$ cat src/rtl/oled_pkg.sv
// Shared constants, FSM encodings and the power-on init table for the OLED sequencer.
package oled_pkg;

    localparam logic [1:0] OP_FILL     = 2'b00;
    localparam logic [1:0] OP_OFF      = 2'b01;
    localparam logic [1:0] OP_ON       = 2'b10;
    localparam logic [1:0] OP_CONTRAST = 2'b11;

    localparam logic [7:0] CTRL_CMD  = 8'h00;
    localparam logic [7:0] CTRL_DATA = 8'h40;

    localparam int INIT_LEN = 25;
    localparam int WIN_LEN  = 7;

    typedef enum logic [2:0] {
        ST_RST_LOW,
        ST_RST_WAIT,
        ST_INIT,
        ST_IDLE,
        ST_SET_WIN,
        ST_FILL,
        ST_SIMPLE,
        ST_ERROR
    } state_t;

    // Sub-steps of every I2C write: present first byte, pulse start, stream bytes.
    typedef enum logic [1:0] {
        PH_LOAD,
        PH_START,
        PH_RUN
    } phase_t;

    function automatic logic [7:0] init_byte(input int pages, input logic [7:0] idx);
        logic [7:0] b;
        case (idx)
            8'd0:    b = 8'hAE;
            8'd1:    b = 8'hD5;
            8'd2:    b = 8'h80;
            8'd3:    b = 8'hA8;
            8'd4:    b = 8'(pages * 8 - 1);
            8'd5:    b = 8'hD3;
            8'd6:    b = 8'h00;
            8'd7:    b = 8'h40;
            8'd8:    b = 8'h8D;
            8'd9:    b = 8'h14;
            8'd10:   b = 8'h20;
            8'd11:   b = 8'h00;
            8'd12:   b = 8'hA1;
            8'd13:   b = 8'hC8;
            8'd14:   b = 8'hDA;
            8'd15:   b = (pages == 8) ? 8'h12 : 8'h02;
            8'd16:   b = 8'h81;
            8'd17:   b = 8'hCF;
            8'd18:   b = 8'hD9;
            8'd19:   b = 8'hF1;
            8'd20:   b = 8'hDB;
            8'd21:   b = 8'h40;
            8'd22:   b = 8'hA4;
            8'd23:   b = 8'hA6;
            8'd24:   b = 8'hAF;
            default: b = 8'h00;
        endcase
        return b;
    endfunction

endpackage

$ cat src/rtl/flex_counter.sv
// Up-counter with synchronous clear; flags when the count equals the rollover value.
module flex_counter #(
    parameter int W = 4
) (
    input  logic         i_clk,
    input  logic         i_rst_n,
    input  logic         i_clear,
    input  logic         i_count_en,
    input  logic [W-1:0] i_rollover_val,
    output logic         o_rollover
);

    logic [W-1:0] count_q;
    logic [W-1:0] count_d;

    always_comb begin
        count_d = count_q;
        if (i_clear) begin
            count_d = '0;
        end else if (i_count_en) begin
            count_d = count_q + W'(1);
        end
    end

    always_ff @(posedge i_clk) begin
        if (!i_rst_n) begin
            count_q <= '0;
        end else begin
            count_q <= count_d;
        end
    end

    assign o_rollover = (count_q == i_rollover_val);

endmodule

$ cat src/rtl/oled_seq_ctrl.sv
// SSD1306-style OLED sequencer: hardware reset, init table, and user commands
// (fill / on / off / contrast) issued as I2C write transactions.
module oled_seq_ctrl
    import oled_pkg::*;
#(
    parameter int         CLK_FREQ  = 100_000_000,
    parameter int         RST_US    = 10_000,
    parameter int         COLS      = 128,
    parameter int         PAGES     = 8,
    parameter logic [6:0] DEV_ADDR  = 7'h3C,
    parameter int         MAX_CHUNK = 16
) (
    input  logic       i_clk,
    input  logic       i_rst_n,
    input  logic       i_cmd_valid,
    output logic       o_cmd_ready,
    input  logic [1:0] i_cmd_op,
    input  logic [7:0] i_cmd_arg,
    output logic       o_busy,
    output logic       o_init_done,
    output logic       o_error,
    output logic       o_oled_rst,
    output logic [6:0] o_i2c_addr,
    output logic       o_i2c_start,
    output logic [7:0] o_i2c_byte_cnt,
    output logic [7:0] o_i2c_tx_data,
    input  logic       i_i2c_tx_req,
    input  logic       i_i2c_done,
    input  logic       i_i2c_nack
);

    localparam int RST_CYCLES = CLK_FREQ / 1_000_000 * RST_US;
    localparam int RW         = (RST_CYCLES > 1) ? $clog2(RST_CYCLES) : 1;
    localparam int TOTAL      = COLS * PAGES;
    localparam int SW         = $clog2(TOTAL + 1);

    state_t       state_q, state_d;
    phase_t       phase_q, phase_d;
    logic [7:0]   idx_q, idx_d;
    logic [7:0]   tx_data_q, tx_data_d;
    logic [7:0]   byte_cnt_q, byte_cnt_d;
    logic [1:0]   op_q, op_d;
    logic [7:0]   arg_q, arg_d;
    logic [SW-1:0] sent_q, sent_d;
    logic         init_done_q, init_done_d;
    logic         cnt_en;
    logic         cnt_clr;
    logic         rst_term;
    logic         txn_state;

    flex_counter #(
        .W (RW)
    ) u_rst_timer (
        .i_clk          (i_clk),
        .i_rst_n        (i_rst_n),
        .i_clear        (cnt_clr),
        .i_count_en     (cnt_en),
        .i_rollover_val (RW'(RST_CYCLES - 1)),
        .o_rollover     (rst_term)
    );

    function automatic logic [7:0] seq_byte(input state_t st, input logic [1:0] op,
                                            input logic [7:0] arg, input logic [7:0] idx);
        logic [7:0] b;
        b = CTRL_CMD;
        case (st)
            ST_INIT:    b = (idx == 8'd0) ? CTRL_CMD : init_byte(PAGES, idx - 8'd1);
            ST_SET_WIN: begin
                case (idx)
                    8'd1:    b = 8'h21;
                    8'd3:    b = 8'(COLS - 1);
                    8'd4:    b = 8'h22;
                    8'd6:    b = 8'(PAGES - 1);
                    default: b = 8'h00;
                endcase
            end
            ST_FILL:    b = (idx == 8'd0) ? CTRL_DATA : arg;
            ST_SIMPLE: begin
                if (idx != 8'd0) begin
                    case (op)
                        OP_OFF:  b = 8'hAE;
                        OP_ON:   b = 8'hAF;
                        default: b = (idx == 8'd1) ? 8'h81 : arg;
                    endcase
                end
            end
            default:    b = CTRL_CMD;
        endcase
        return b;
    endfunction

    // Byte count of a data transaction: control byte plus up to MAX_CHUNK pattern bytes.
    function automatic logic [7:0] chunk_cnt(input int remaining);
        int c;
        c = (remaining > MAX_CHUNK) ? MAX_CHUNK : remaining;
        return 8'(c + 1);
    endfunction

    assign txn_state = (state_q == ST_INIT) || (state_q == ST_SET_WIN) ||
                       (state_q == ST_FILL) || (state_q == ST_SIMPLE);

    always_comb begin
        int next_sent;
        state_d     = state_q;
        phase_d     = phase_q;
        idx_d       = idx_q;
        tx_data_d   = tx_data_q;
        byte_cnt_d  = byte_cnt_q;
        op_d        = op_q;
        arg_d       = arg_q;
        sent_d      = sent_q;
        init_done_d = init_done_q;
        cnt_en      = 1'b0;
        cnt_clr     = 1'b0;
        next_sent   = int'(sent_q) + int'(byte_cnt_q) - 1;

        case (state_q)
            ST_RST_LOW: begin
                cnt_en = 1'b1;
                if (rst_term) begin
                    cnt_clr = 1'b1;
                    state_d = ST_RST_WAIT;
                end
            end
            ST_RST_WAIT: begin
                cnt_en = 1'b1;
                if (rst_term) begin
                    cnt_clr    = 1'b1;
                    state_d    = ST_INIT;
                    phase_d    = PH_LOAD;
                    idx_d      = '0;
                    tx_data_d  = CTRL_CMD;
                    byte_cnt_d = 8'(INIT_LEN + 1);
                end
            end
            ST_IDLE: begin
                if (i_cmd_valid) begin
                    op_d      = i_cmd_op;
                    arg_d     = i_cmd_arg;
                    phase_d   = PH_LOAD;
                    idx_d     = '0;
                    tx_data_d = CTRL_CMD;
                    if (i_cmd_op == OP_FILL) begin
                        state_d    = ST_SET_WIN;
                        byte_cnt_d = 8'(WIN_LEN);
                    end else begin
                        state_d    = ST_SIMPLE;
                        byte_cnt_d = (i_cmd_op == OP_CONTRAST) ? 8'd3 : 8'd2;
                    end
                end
            end
            ST_ERROR: begin
                state_d = ST_ERROR;
            end
            default: begin
                case (phase_q)
                    PH_LOAD:  phase_d = PH_START;
                    PH_START: phase_d = PH_RUN;
                    default: begin
                        // NACK takes priority over a coincident done.
                        if (i_i2c_nack) begin
                            state_d = ST_ERROR;
                        end else if (i_i2c_done) begin
                            phase_d = PH_LOAD;
                            idx_d   = '0;
                            case (state_q)
                                ST_INIT: begin
                                    init_done_d = 1'b1;
                                    state_d     = ST_IDLE;
                                end
                                ST_SET_WIN: begin
                                    state_d    = ST_FILL;
                                    tx_data_d  = CTRL_DATA;
                                    sent_d     = '0;
                                    byte_cnt_d = chunk_cnt(TOTAL);
                                end
                                ST_FILL: begin
                                    if (next_sent >= TOTAL) begin
                                        state_d = ST_IDLE;
                                    end else begin
                                        sent_d     = SW'(next_sent);
                                        tx_data_d  = CTRL_DATA;
                                        byte_cnt_d = chunk_cnt(TOTAL - next_sent);
                                    end
                                end
                                default: state_d = ST_IDLE;
                            endcase
                        end else if (i_i2c_tx_req) begin
                            idx_d     = idx_q + 8'd1;
                            tx_data_d = seq_byte(state_q, op_q, arg_q, idx_q + 8'd1);
                        end
                    end
                endcase
            end
        endcase
    end

    always_ff @(posedge i_clk) begin
        if (!i_rst_n) begin
            state_q     <= ST_RST_LOW;
            phase_q     <= PH_LOAD;
            idx_q       <= '0;
            tx_data_q   <= '0;
            byte_cnt_q  <= '0;
            op_q        <= '0;
            arg_q       <= '0;
            sent_q      <= '0;
            init_done_q <= 1'b0;
        end else begin
            state_q     <= state_d;
            phase_q     <= phase_d;
            idx_q       <= idx_d;
            tx_data_q   <= tx_data_d;
            byte_cnt_q  <= byte_cnt_d;
            op_q        <= op_d;
            arg_q       <= arg_d;
            sent_q      <= sent_d;
            init_done_q <= init_done_d;
        end
    end

    assign o_oled_rst     = (state_q != ST_RST_LOW);
    assign o_i2c_start    = txn_state && (phase_q == PH_START);
    assign o_cmd_ready    = (state_q == ST_IDLE);
    assign o_busy         = (state_q != ST_IDLE) && (state_q != ST_ERROR);
    assign o_error        = (state_q == ST_ERROR);
    assign o_init_done    = init_done_q;
    assign o_i2c_addr     = DEV_ADDR;
    assign o_i2c_byte_cnt = byte_cnt_q;
    assign o_i2c_tx_data  = tx_data_q;

endmodule

$ cat config.mk
export PLATFORM = sky130hd
export DESIGN_NAME = oled_seq_ctrl
export DESIGN_NICKNAME = d
export VERILOG_FILES = /design/src/rtl/oled_pkg.sv /design/src/rtl/flex_counter.sv /design/src/rtl/oled_seq_ctrl.sv
export SDC_FILE = /design/constraint.sdc
export NUM_CORES = 1
export LEC_CHECK = 0
export BUFFER_PORTS_ARGS = -buffer_cell sky130_fd_sc_hd__buf_2
export CORE_MARGIN = 2
export CORE_UTILIZATION = 65
export DETAILED_ROUTE_END_ITERATION = 12
export PLACE_DENSITY_LB_ADDON = 0.05
export REMOVE_ABC_BUFFERS = 1
export SLEW_MARGIN = 40
export SYNTH_ARGS = -nofsm -noshare
export SYNTH_HDL_FRONTEND = slang
export SYNTH_SLANG_ARGS = --single-unit
$ cat constraint.sdc
create_clock -name i_clk -period 9.1 [get_ports i_clk]
set_input_delay 1.82 -clock i_clk [delete_from_list [all_inputs] [get_ports i_clk]]
set_output_delay 1.82 -clock i_clk [all_outputs]
set_load 0.05 [all_outputs]
==> impl_metrics.toml, run 1 <==
[sta]
min_period_ns = 4.84
fin_crit_sh_pct = 53.2
max_freq_mhz = 206
fin_tns_setup_ns = 0
layout_setup_ws_ns = 4.26
maxSlewHeadroom_pct = 39.6
worstMarginPinSlew_ns = 0.902
hold_viol = 0
setup_viol = 0
hold_slack_ns = 0.471
finalMaxSlewViolations = 0
rsz0062_at_grt = "false"
fin_skew_ns = 0.0140

[routing]
totalWireLength_um = 13400
dr.pass1.iters = 4
via_per_inst = 6.21
drc = 0
antenna_left = 0
wire_per_inst_um = 15.6
vias = 5317
drt_iter0_markers = 332

[synth]
synth-edff-count = 0
yosysSeqAreaShare_pct = 26.6
ys_warn_count = 0
synth.distinct_cells = 79
yosysTopAreaCell = "dfxtp_1"
ys_top_cells_by_area = "dfxtp_1 (27%), ha_1 (7.2%), a21oi_1 (5.3%), nor2_1 (5.3%), nand2_1 (5.3%)"
syn-instance-count = 734
synth_ff_type = "dfxtp_1"
synthArstFlopShare_pct = 0
synth-seq-cells = 71
synth.avg_cell_area_sq_um = 7.29
synth_area_sq_um = 5350
yosys.area.top_type_share_pct = 26.6

[layout]
fin_cells = 856
area_growth_pct = 7.55
drive_above_1_share_pct = 10.3
n_antenna_cell = 0
fin_nets = 794

[worst_setup_path]
crit_chain = "inv_1 -> ha_1 -> inv_1 -> ha_1 -> fa_1 -> a211o_1 -> and2_1 -> o311ai_1 -> or2_2 -> nor4b_1 -> o21ba_2 -> o32ai_1 -> and2_1 -> ha_1 -> a21oi_1 -> nor2_1 -> a21oi_1 -> o21ai_0 -> xnor2_1 -> o311ai_0 -> a21oi_1"
cp-end-kind = "register"
cp.arrival_ns = 5.08
required_ns = 9.33
cp_max_fo = 6
slowest_stage = "o32ai_1"
path_class = "reg2reg"
startpoint_type = "register"
cpPeakStageDelay_ns = 0.46

[global_routing]
top_usage_layer = "met2"
met2_usage_pct = 51.4
grt_pass1_wl_um = 21400
grtUsageTotal_pct = 29.6
grt_util_met3_pct = 3.67
overflow = 0
first_global_vias = 4600
grt_max_degree = 32
antenna_found_initial = 0
use_met1_pct = 37.7

[clock_tree]
clk_pin_slew_ns = 0.09
cts_resized = 0
htreeDepth = 3
cts_tree = "yes"
numCtsBuffers = 9
clk_latency_ns = 0.35
clkSinkCount = 71
cts_root_buffer = "clkbuf_8"
postCtsSetupBuffers = 0
hold_buffers = 0
clk_path_buf_depth = 2

[placement]
placement.io_buffers = 37
post-place-ws_ns = 4.35
globalplace.congestion = 0.930
dp_hpwl_um = 9810
dp.cells = 840

[pwr]
leakage_nw = 2.26
max-vdd-ir-drop_mv = 0.0815
power_density_nw_per_um2 = 108
total_power_mw = 0.624

[floorplanning]
initial_core_util_pct = 66.1
die_area_sq_um = 8980
die_h_um = 94.7
core_area_sq_um = 8090
dieWidth_um = 94.7
num_rows = 33
io_pins = 45

[run]
drv_cap = 0

[status]
status = "completed"

[min_path]
hp-class = "reg2reg"
[state kept, by name (all words and copies together) (netlist names)]
name                 cells
idx_q                    8
o_i2c_byte_cnt           8
o_init_done              1
state_q                  3
op_q                     2
phase_q                  2
arg_q                    8
o_i2c_tx_data            8
sent_q                  11
u_rst_timer.count_q     20
[where the power goes]
| group | internal [mW] | switching [mW] |
|---|---|---|
| Sequential | 0.311 | 0.00104 |
| Clock | 0.156 | 0.133 |
| Combinational | 0.00528 | 0.0169 |
[per-layer routing]
layer / vias up / wire length, um / share of wire, %
li1: 2628 / - / -
met1: 2502 / 5910 / 44
met2: 160 / 6540 / 49
met3: 27 / 623 / 4.7
met4: 0 / 299 / 2.2
met5: - / 0 / 0
[synthesized netlist by cell type (all sizes together) (14+ instances only)]
master  number
a21oi       57
a31oi       19
clkbuf      32
dfxtp       71
ha          31
inv         63
nand2       75
nand3       22
nor2        77
nor3        15
o21ai       42
xnor2       14
xor2        19
[kinds of logic after synthesis]
logic type	Yosys count	share of synthesized area [%]
DFF	71	26.6
AOI/OAI and AO/OA	211	26.1
buffers and inverters	106	7.99
xor gates and xnor gates	33	5.40
adders and majority gates	32	7.62
muxes	7	1.36
other	2	0.140
and+or+nand+nor	272	24.8
[cells in the final DEF (no fill, tap or decap), types with 11 or more instances in the layout]
cell and instances:
xor2_1 19, o21ai_0 39, buf_2 37, o211ai_1 11
nand4_1 11, a22oi_1 11, nor2_1 76, inv_1 63
ha_1 31, a31oi_1 18, dfxtp_1 70, nor3_1 15
nand3_1 22, a21oi_1 57, xnor2_1 12, nand2_1 75
[path summary, 6_finish.rpt]
kind,slack (ns),cells after the start,from,to
worst max-delay path,4.26,21,o_i2c_byte_cnt[1],o_i2c_byte_cnt[4]
worst min-delay path,0.47,2,arg_q[4],arg_q[4]
worst max register to register,4.26,21,o_i2c_byte_cnt[1],o_i2c_byte_cnt[4]
worst min register to register,0.47,2,arg_q[4],arg_q[4]
[critical path: cells and delay by family (launching register included)]
family / cells / cell delay, ns
compound gates: 9 / 2.24
fa+ha+maj: 4 / 1.17
simple gates: 5 / 0.81
flops: 1 / 0.33
buf+inv: 2 / 0.10
xor+xnor: 1 / 0.09
[area by class of cell]
cell class              instances  area, sq um
multi-input cells             562         3550
fillers                       690         2340
well taps                     105          131
clock buffers                  10          128
repair buffers                 39          200
inverters                      63          236
flip-flops and latches         71         1420
clock inverters                 6         92.6
[through the flow]
step	util (%)	instance area (sq um)
floorplan	-	5180
global placement	68.1	5510
detailed placement	68.2	5520
CTS	70.9	5740
global route	71.1	5760
finish	71.1	5760
No activity file was read; power rests on OpenSTA's default activity.
==> inputs of run 2 (changes only) <==
ABC_AREA = 1   (was not set)
CORE_UTILIZATION = 55   (was 65)
clock period = 4.3 ns   (was 9.1 ns; I/O delays follow)
==> impl_metrics.toml, run 2 <==
[sta]
layout_setup_ws_ns = 0.480
hold_slack_ns = 0.466
hold_viol = 0
worstMarginPinSlew_ns = 0.786
max_freq_mhz = 262
setup_viol = 0
min_period_ns = 3.82
fin_skew_ns = 0.0139
fin_crit_sh_pct = 88.8
fin_tns_setup_ns = 0
maxSlewHeadroom_pct = 47.5
finalMaxSlewViolations = 0
rsz0062_at_grt = "false"

[global_routing]
grtUsageTotal_pct = 26.0
grt_pass1_wl_um = 21700
overflow = 0
grt_max_degree = 32
antenna_found_initial = 0
first_global_vias = 4821

[routing]
drc = 0
drt_iter0_markers = 264
totalWireLength_um = 13000
vias = 5309
antenna_left = 0
top_layer = "met4"
via_per_inst = 5.38
dr.pass1.iters = 5
wl_met3_um = 617
dr_wl_met2_um = 6100
drt-met1-wl_um = 6070
wire_per_inst_um = 13.2

[worst_setup_path]
path_buf_inv = 4
cp.arrival_ns = 4.10
startpoint_type = "register"
cp_max_fo = 7
slowest_stage = "fa_1"
cp-end-kind = "register"
cp_common_cell = "nand2_1"
crit_family = "simple AND/OR/NAND/NOR gates"
startpoint = "o_i2c_byte_cnt[1]"
required_ns = 4.58
cpPeakStageDelay_ns = 0.51
rr_startpoint = "o_i2c_byte_cnt[1]"
path_class = "reg2reg"

[floorplanning]
num_rows = 35
core_area_sq_um = 9240
die_h_um = 102
initial_core_util_pct = 56.9
io_pins = 45
dieWidth_um = 102
die_area_sq_um = 10400

[layout]
fin_area_sq_um = 5770
fin_nets = 900
drive_above_1_share_pct = 11.2
area_growth_pct = 9.73
final_cell_mix = "nand2_1 (158), inv_1 (142), nor2_1 (83), a21oi_1 (76), dfxtp_1 (71)"
largest_register_ffs = 20
n_antenna_cell = 0
layout_commonest_cell = "nand2_1"
regMostFlops = "u_rst_timer.count_q"
nFillCells = 877
multi_input_area_sq_um = 3160
regArea_sq_um = 1420
reg_top3 = "u_rst_timer.count_q: 20 flops, sent_q: 11 flops"

[min_path]
hp-class = "reg2reg"
hp-start = "o_init_done"

[synth]
syn-instance-count = 818
synth-edff-count = 0
synth.avg_cell_area_sq_um = 6.43
yosysSeqAreaShare_pct = 27.0
synthArstFlopShare_pct = 0
synth-seq-cells = 71
yosys.area.top_type_share_pct = 27.0
yosysMostFrequentCell = "nand2_1"
ys_warn_count = 0
ys_top_cells_by_area = "dfxtp_1 (27%), nand2_1 (11%), inv_1 (10%), ha_1 (7.4%), a21oi_1 (7.2%)"
yosysTopAreaCell = "dfxtp_1"
synth_area_sq_um = 5260
synth_ff_type = "dfxtp_1"
synth.distinct_cells = 50
synth_commonest_cells = "nand2_1 (158), inv_1 (143), nor2_1 (83)"

[placement]
dp_hpwl_um = 10000
globalplace.congestion = 0.947
placedInstanceArea_sq_um = 5520
placement.io_buffers = 37
post-place-ws_ns = 0.561

[clock_tree]
htreeDepth = 3
numCtsBuffers = 9
clk_pin_slew_ns = 0.09
clk_latency_ns = 0.36
cts_tree = "yes"
cts_root_buffer = "clkbuf_8"
postCtsSetupBuffers = 0
clkSinkCount = 71
clk_path_buf_depth = 2
cts_resized = 0
hold_buffers = 0

[pwr]
max-vdd-ir-drop_mv = 0.212
leakage_nw = 2.62
power_density_nw_per_um2 = 378

[run]
drv_cap = 0

[status]
status = "completed"
[run 2: final cells by class]
cell class / instances / share of cell area (%)
clock buffers: 9 / 2.15
inverters: 151 / 9.84
flip-flops and latches: 71 / 24.6
well taps: 129 / 2.80
clock inverters: 7 / 2.21
repair buffers: 40 / 3.60
multi-input cells: 579 / 54.8
[run 2: cells by family (layout without fill, tap and decap cells)]
logic type / Yosys count / in the layout / synth area share [%]
flip-flops: 71 / 71 / 27.0
XOR/XNOR: 15 / 15 / 2.64
other: 2 / 7 / 0.143
buffers and inverters: 173 / 207 / 13.2
AND/OR/NAND/NOR: 354 / 354 / 30.2
adder cells (fa/ha/maj): 33 / 33 / 7.94
AO/OA/AOI/OAI: 170 / 170 / 18.8
[run 2: stage by stage]
stage	util, %	total power, mW	instances
after floorplan	-	1.31	801
after global placement	59.7	1.47	970
after detailed placement	59.7	1.49	970
after CTS	62.5	2.18	986
after global routing	62.5	2.31	986
final	62.5	2.18	986
[run 2: worst register-to-register path: cells and delay by family (launching register included)]
kind                       cells  cell delay, ns
AOI/OAI and AO/OA              1            0.13
buffers and inverters          4            0.30
adders and majority gates      4            1.24
DFF                            1            0.37
and+or+nand+nor               16            1.70
[run 2: per-layer routing]
metal | track usage (%) | vias up
met2 | 42.7 | 143
met5 | 0 | -
li1 | - | 2736
met3 | 4.07 | 19
met4 | 9.56 | 0
met1 | 34.6 | 2411
[run 2: path summary, 6_finish.rpt]
kind,to,slack [ns],cells after the start
setup reg to reg,o_i2c_byte_cnt[4],0.48,25
setup / recovery,o_i2c_byte_cnt[4],0.48,25
hold / removal,o_init_done,0.47,2
hold reg to reg,o_init_done,0.47,2
[run 2: report_power, final]
group          switching, mW  total (mW)  internal, mW
clock network          0.302       0.697         0.395
logic                  0.533       0.747         0.213
registers             0.0387       0.737         0.699
==> inputs of run 3 (changes only) <==
BUFFER_PORTS_ARGS = -buffer_cell sky130_fd_sc_hd__clkbuf_2   (was -buffer_cell sky130_fd_sc_hd__buf_2)
==> impl_metrics.toml, run 3 (synthesized netlist as in run 2, its figures left out) <==
[layout]
largest_register_ffs = 20
reg_top3 = "u_rst_timer.count_q: 20 flops, sent_q: 11 flops"
drive_above_1_share_pct = 11.1
final_cell_mix = "nand2_1 (158), inv_1 (143), nor2_1 (83), a21oi_1 (76), dfxtp_1 (71)"
fin_nets = 900
fin_cells = 986
layout_commonest_cell = "nand2_1"
area_growth_pct = 9.30
regMostFlops = "u_rst_timer.count_q"
n_antenna_cell = 0

[floorplanning]
die_area_sq_um = 10400
die_h_um = 102
dieWidth_um = 102
core_area_sq_um = 9240
num_rows = 35
io_pins = 45
initial_core_util_pct = 56.9

[global_routing]
overflow = 0
grt_max_degree = 34
grt_pass1_wl_um = 21700
antenna_found_initial = 0
grtUsageTotal_pct = 26.1
first_global_vias = 4768

[routing]
wire_per_inst_um = 13.0
totalWireLength_um = 12800
drt_iter0_markers = 296
dr.pass1.iters = 5
antenna_left = 0
vias = 5274
drc = 0
via_per_inst = 5.35

[clock_tree]
clkSinkCount = 71
numCtsBuffers = 9
cts_resized = 0
cts_root_buffer = "clkbuf_8"
hold_buffers = 0
clk_latency_ns = 0.36
postCtsSetupBuffers = 0
htreeDepth = 3
cts_tree = "yes"
clk_path_buf_depth = 2
clk_pin_slew_ns = 0.08

[status]
status = "completed"

[worst_setup_path]
reg2reg_depth = 25
cp.arrival_ns = 4.05
endpoint = "o_i2c_byte_cnt[4]"
startpoint_type = "register"
cp-end-kind = "register"
rr_startpoint = "o_i2c_byte_cnt[1]"
startpoint = "o_i2c_byte_cnt[1]"
reg2reg_slack_ns = 0.53
r2r-end = "o_i2c_byte_cnt[4]"
cp_max_fo = 7
path_class = "reg2reg"
required_ns = 4.58

[sta]
fin_skew_ns = 0.0145
worstMarginPinSlew_ns = 0.784
maxSlewHeadroom_pct = 47.7
hold_viol = 0
fin_tns_setup_ns = 0
rsz0062_at_grt = "false"
min_period_ns = 3.77
setup_viol = 0
finalMaxSlewViolations = 0
fin_crit_sh_pct = 87.6
max_freq_mhz = 265

[run]
drv_cap = 0

[pwr]
leakage_nw = 2.59
p_int_mw = 1.25
power_frac_clock_pct = 29.5
switchingPower_mw = 0.855
swShare_pct = 40.7
power_density_nw_per_um2 = 365
power_frac_comb_pct = 35.5
max-vdd-ir-drop_mv = 0.210
share_seq_of_total_power_pct = 35.1

[placement]
placement.io_buffers = 37
globalplace.congestion = 0.961
dp_hpwl_um = 9990
dp.cells = 970

[min_path]
hp-class = "reg2reg"
-- run 3: routing by layer --
| metal | GRT usage, % | up-vias | wire length (um) |
|---|---|---|---|
| met5 | 0 | - | 0 |
| met4 | 10.3 | 0 | 312 |
| met3 | 3.59 | 31 | 564 |
| met2 | 42.7 | 149 | 6010 |
| met1 | 34.8 | 2356 | 5950 |
| li1 | - | 2738 | - |
-- run 3: critical path: stages, from the launching register on --
cell and delay [ns]:
dfxtp_1 0.36, inv_1 0.05, ha_1 0.27, inv_1 0.04
ha_1 0.26, fa_1 0.50, nor2_1 0.13, nor2_1 0.09
nor2_1 0.17, nand3_1 0.14, nor2_1 0.15, nand3_1 0.11
nand2_1 0.07, nand3_1 0.07, nor2_1 0.13, nand2_1 0.08
nand3_2 0.14, nand2_1 0.09, inv_1 0.08, ha_1 0.19
nand3_1 0.11, nor2_1 0.12, nand2_1 0.06, nand3_1 0.06
nand2_1 0.08, a21oi_1 0.14
-- run 3: final cells by class --
cell class / count / area [sq um]
fill: 883 / 3490
clock buffer: 9 / 124
timing repair buffer: 40 / 208
sequential: 71 / 1420
inverter: 151 / 568
multi-input combinational: 579 / 3160
clock inverter: 7 / 105
tap: 129 / 161
-- run 3: power by group through the flow --
stage | Sequential, mW | Clock (mW) | Combinational, mW
after floorplan | 0.766 | 0 | 0.548
after global placement | 0.749 | 0 | 0.726
after detailed placement | 0.751 | 0 | 0.735
after CTS | 0.736 | 0.628 | 0.737
after global routing | 0.744 | 0.664 | 0.835
final | 0.736 | 0.619 | 0.745
-- run 3: how the worst min path moves through the flow --
| stage | from | end | slack, ns | cells after the start |
|---|---|---|---|---|
| floorplan | arg_q[6] | arg_q[6] | 0.43 | 2 |
| global placement | o_init_done | o_init_done | 0.44 | 2 |
| detailed placement | o_init_done | o_init_done | 0.44 | 2 |
| CTS | o_init_done | o_init_done | 0.46 | 2 |
| global route | o_init_done | o_init_done | 0.48 | 2 |
| finish | o_init_done | o_init_done | 0.46 | 2 |
-- run 3: per-stage QoR --
stage                     total power [mW]  hold slack, ns  instance area [sq um]  setup slack, ns  utilization (%)
after detailed placement              1.49           0.444                   5520            0.584             59.7
after CTS                             2.10           0.456                   5750            0.546             62.2
after global placement                1.47           0.441                   5520            0.694             59.7
after floorplan                       1.31           0.429                   5150            0.703                -
after global routing                  2.24           0.476                   5750           0.0471             62.2
final                                 2.10           0.457                   5750            0.532             62.2
